==> config.mk <==
export PLATFORM = sky130hd
export DESIGN_NAME = grant_decoder4b
export DESIGN_NICKNAME = d
export VERILOG_FILES = /design/src/rtl/grant_pkg.sv /design/src/rtl/dec2to4.sv /design/src/rtl/grant_decoder4b.sv
export SDC_FILE = /design/constraint.sdc
export NUM_CORES = 1
export LEC_CHECK = 0
export BUFFER_PORTS_ARGS = -buffer_cell sky130_fd_sc_hd__buf_2
export CAP_MARGIN = 20
export CORE_MARGIN = 4
export CORE_UTILIZATION = 40
export DETAILED_ROUTE_END_ITERATION = 6
export PLACE_DENSITY = 0.7
export RECOVER_POWER = 50
export SYNTH_ARGS = -nofsm -noshare
export SYNTH_HDL_FRONTEND = slang
export SYNTH_SLANG_ARGS = --single-unit
==> constraint.sdc <==
create_clock -name clk -period 1.87 [get_ports clk]
set_input_delay 0.0935 -clock clk [delete_from_list [all_inputs] [get_ports clk]]
set_output_delay 0.0935 -clock clk [all_outputs]
set_load 0.05 [all_outputs]
==> src/rtl/grant_pkg.sv <==
// Shared types and constants for the grant decoder slice: FSM encoding and widths.
package grant_pkg;

  localparam int N_REQ  = 4;
  localparam int CODE_W = 2;
  localparam int CNT_W  = 8;

  // 2'b11 is left unnamed on purpose; the FSM default arm recovers it to IDLE.
  typedef enum logic [1:0] {
    ST_IDLE  = 2'b00,
    ST_GRANT = 2'b01,
    ST_GAP   = 2'b10
  } state_e;

endpackage

==> src/rtl/dec2to4.sv <==
// Combinational code-to-one-hot decoder with enable; all-zero when en is low.
module dec2to4
  import grant_pkg::*;
(
  input  logic              en,
  input  logic [CODE_W-1:0] code,
  output logic [N_REQ-1:0]  onehot
);

  for (genvar i = 0; i < N_REQ; i++) begin : g_bit
    assign onehot[i] = en && (code == CODE_W'(i));
  end

endmodule

==> src/rtl/grant_decoder4b.sv <==
// Registered 2-to-4 grant decoder: accept a code, hold a one-hot grant for HOLD_CYCLES,
// then one dead cycle with grant_done. `define EARLY_RELEASE_EN lets done end a grant early.
module grant_decoder4b
  import grant_pkg::*;
#(
  parameter int HOLD_CYCLES = 4
) (
  input  logic              clk,
  input  logic              rst_n,
  input  logic              in_valid,
  output logic              in_ready,
  input  logic [CODE_W-1:0] in_code,
  input  logic              done,
  output logic [N_REQ-1:0]  grant,
  output logic              busy,
  output logic              grant_done
);

  localparam logic [CNT_W-1:0] HOLD_LD = CNT_W'(HOLD_CYCLES - 1);

  state_e           state;
  logic [CNT_W-1:0] cnt;
  logic [N_REQ-1:0] dec_grant;
  logic             rel;

`ifdef EARLY_RELEASE_EN
  assign rel = done;
`else
  logic unused_done;
  assign unused_done = done;
  assign rel         = 1'b0;
`endif

  dec2to4 u_dec (
    .en    (in_valid),
    .code  (in_code),
    .onehot(dec_grant)
  );

  always_ff @(posedge clk or negedge rst_n) begin
    if (!rst_n) begin
      state      <= ST_IDLE;
      cnt        <= '0;
      grant      <= '0;
      grant_done <= 1'b0;
    end else begin
      grant_done <= 1'b0;
      case (state)
        ST_IDLE: begin
          if (in_valid) begin
            grant <= dec_grant;
            cnt   <= HOLD_LD;
            state <= ST_GRANT;
          end
        end
        ST_GRANT: begin
          // Exit is tested at zero before decrementing, so the counter never wraps.
          if (cnt == '0 || rel) begin
            grant      <= '0;
            grant_done <= 1'b1;
            state      <= ST_GAP;
          end else begin
            cnt <= cnt - CNT_W'(1);
          end
        end
        ST_GAP:  state <= ST_IDLE;
        default: begin
          state <= ST_IDLE;
          grant <= '0;
        end
      endcase
    end
  end

  assign in_ready = (state == ST_IDLE);
  assign busy     = (state == ST_GRANT) || (state == ST_GAP);

endmodule

==> qor.txt <==
Vias in the first global route: 789
Synth warn: 0
# nets final: 144
Dpl cells: 145
FF-to-FF Start: cnt[0]
Final setup TNS: -252 ps
Max Fclk: 0.517 GHz
Critical Path AT: 2120 ps
CP startpoint kind: flop
H-tree depth reported by CTS: 1
DIE AREA: 0.00301 mm²
Commonest cells after routing, fill and taps aside: 27 x buf_4, 15 x dfrtp_1, 11 x nor2_1
CTS Root Cell: clkbuf_4
Diode count: 0
Pre-CTS setup slack: -32.7 ps
#FFs+latches synth: 15
Row Count: 16
CTS Buf Count: 3
VDD IR max: 1.30 mV
Initial antenna violation count: 0
Post-Syn Nets: 101
Fin cells: 158
Pwr/cell area: 1930 mW/mm²
Max FO, Critical Path: 3
Commonest non-fill, non-tap cell in the layout: buf_4
Vias per cell: 5.34
Die height: 54.9 µm
Hold Path Class: in -> reg
Placed Area: 0.00115 mm²
CTS Sinks: 15
Clock transition at path regs: 90 ps
Clock Latency Late Sink: 290 ps
First-pass DRT Iterations: 4
DRT iter0 DRCs: 18
Post-synthesis sequential area ratio: 0.427
Final ANT Viol Nets: 0
Final WS setup: -63.0 ps
DRC viols: 0
Max clock buf depth: 2
Pwr Total: 2.44 mW
DPL Wire Length: 1.60 mm
Final setup violation count: 5
HP Start: in_code[1]
Maxcap violations: 0
Syn Area/Cell: 9.87 µm²
Pins Over Slew Limit: 0
First-pass GRT wire length: 3.41 mm
Worst-Margin Slew: 884 ps
Pleak: 0.612 nW
Share of cells above drive strength 1: 0.443
RSZ-0062 raised after global routing: true
Clock Skew: 9.10 ps
Setup crit end kind: flop
Via count: 844
Area Growth Syn to Fin: 44.4%
Die X-Extent: 54.9 µm
Minimum clock period: 1930 ps
Distinct cell type count after synthesis: 38
Synth Cell Area: 878 µm²
I/O pins: 13
Slew HR: 0.411
Wirelength per Cell: 13.8 µm
GRT Resource Usage Total: 0.163
Drt total wl: 2.18 mm
Post-synthesis instance total: 89
Status: complete, but fails checks
Gpl congestion: 0.842
Fin. Hold Viols: 0
Worst Path Required: 2050 ps
GR Overflow Total: 0
Critical Path Source: cnt[0]
Failing checks: negative setup slack
Fin area: 0.00127 mm²
Critical setup path kind: reg -> reg
CTS tree: yes
Crit share post-route: 1.03
Hold WS: 218 ps
Core Area: 0.00202 mm²
Largest net degree at the start of global routing: 16
Starting Density: 0.434
IO buf count: 11
Final core utilization: 0.627
==> where the power goes <==
group	leakage (nW)	internal, mW	switching, mW	total, mW
sequential	0.196	0.449	0.0773	0.526
clock	0.0150	0.0829	0.107	0.190
combinational	0.401	0.809	0.918	1.73
==> cells by family (layout without fill, tap and decap cells) <==
logic type | after synthesis | count (layout) | synth area share
AOI/OAI and AO/OA | 22 | 22 | 0.181
DFF | 15 | 15 | 0.427
buffers and inverters | 6 | 48 | 0.0256
xor gates and xnor gates | 1 | 1 | 0.00997
and+or+nand+nor | 36 | 36 | 0.234
muxes | 3 | 3 | 0.0370
adders and majority gates | 6 | 6 | 0.0855
==> worst paths after layout <==
kind                               to  slack (ps)  depth (start not counted)
max in group asynchronous  grant_done         890                          2
min reg2reg                  grant[0]         500                          1
max reg2reg                  state[0]         -60                          7
min in group asynchronous      cnt[6]         430                          2
min                          grant[1]         220                          3
max                          state[0]         -60                          7
==> what timing repair did <==
item	in CTS	in global routing
hold buffers	1	0
buffers inserted	1	7
hold endpoints to repair	15	0
endpoints found under the setup margin	5	9
pin swaps	0	5
resized for setup	1	4
==> registers in the layout (all words and copies together), names as in the netlist <==
name        count
cnt             8
grant           4
grant_done      1
state           2
==> metal layers <==
| layer | part of all wire | track usage | vias to the layer above |
|---|---|---|---|
| met1 | 0.43 | 0.184 | 408 |
| met2 | 0.52 | 0.289 | 17 |
| met5 | 0 | 0 | - |
| met3 | 0.032 | 0.0327 | 5 |
| met4 | 0.016 | 0.0747 | 0 |
| li1 | - | - | 414 |
==> area by class of cell <==
cell class	count	area, µm²
fillers	181	753
multi-input cells	68	548
flip-flops and latches	15	375
repair buffers	39	267
well taps	27	33.8
clock buffers	4	26.3
inverters	5	18.8
==> worst max-delay path, stage by stage (launching register included) <==
cell	delay (ps)
dfrtp_1	400
inv_2	80
ha_4	130
or3b_4	380
or2_4	250
buf_4	150
a21oi_4	140
mux2_4	310
==> Yosys cell counts, drive strengths merged <==
master | count | area, µm²
or4bb | 1 | 11.3
o31ai | 1 | 7.51
a32o | 4 | 40.0
a21oi | 6 | 33.8
o211ai | 1 | 7.51
nor3 | 2 | 10.0
o21a | 1 | 7.51
and3 | 1 | 6.26
or3b | 1 | 8.76
nand2b | 1 | 6.26
dfrtp | 15 | 375
o21ai | 3 | 15.0
nor4 | 1 | 6.26
nand4 | 1 | 6.26
nor4bb | 1 | 10.0
o31a | 1 | 8.76
or2 | 2 | 15.0
mux2 | 2 | 22.5
a31oi | 1 | 6.26
nor2b | 2 | 12.5
clkbuf | 1 | 3.75
xor2 | 1 | 8.76
nor2 | 12 | 45.0
or4 | 2 | 18.8
inv | 5 | 18.8
nor3b | 1 | 7.51
o2111ai | 1 | 8.76
or3 | 2 | 12.5
nand2 | 5 | 18.8
or4b | 1 | 10.0
ha | 6 | 75.1
o22ai | 1 | 6.26
o22a | 1 | 8.76
mux2i | 1 | 10.0
a211o | 1 | 8.76
Note: power is estimated with default switching activity, not from simulation.
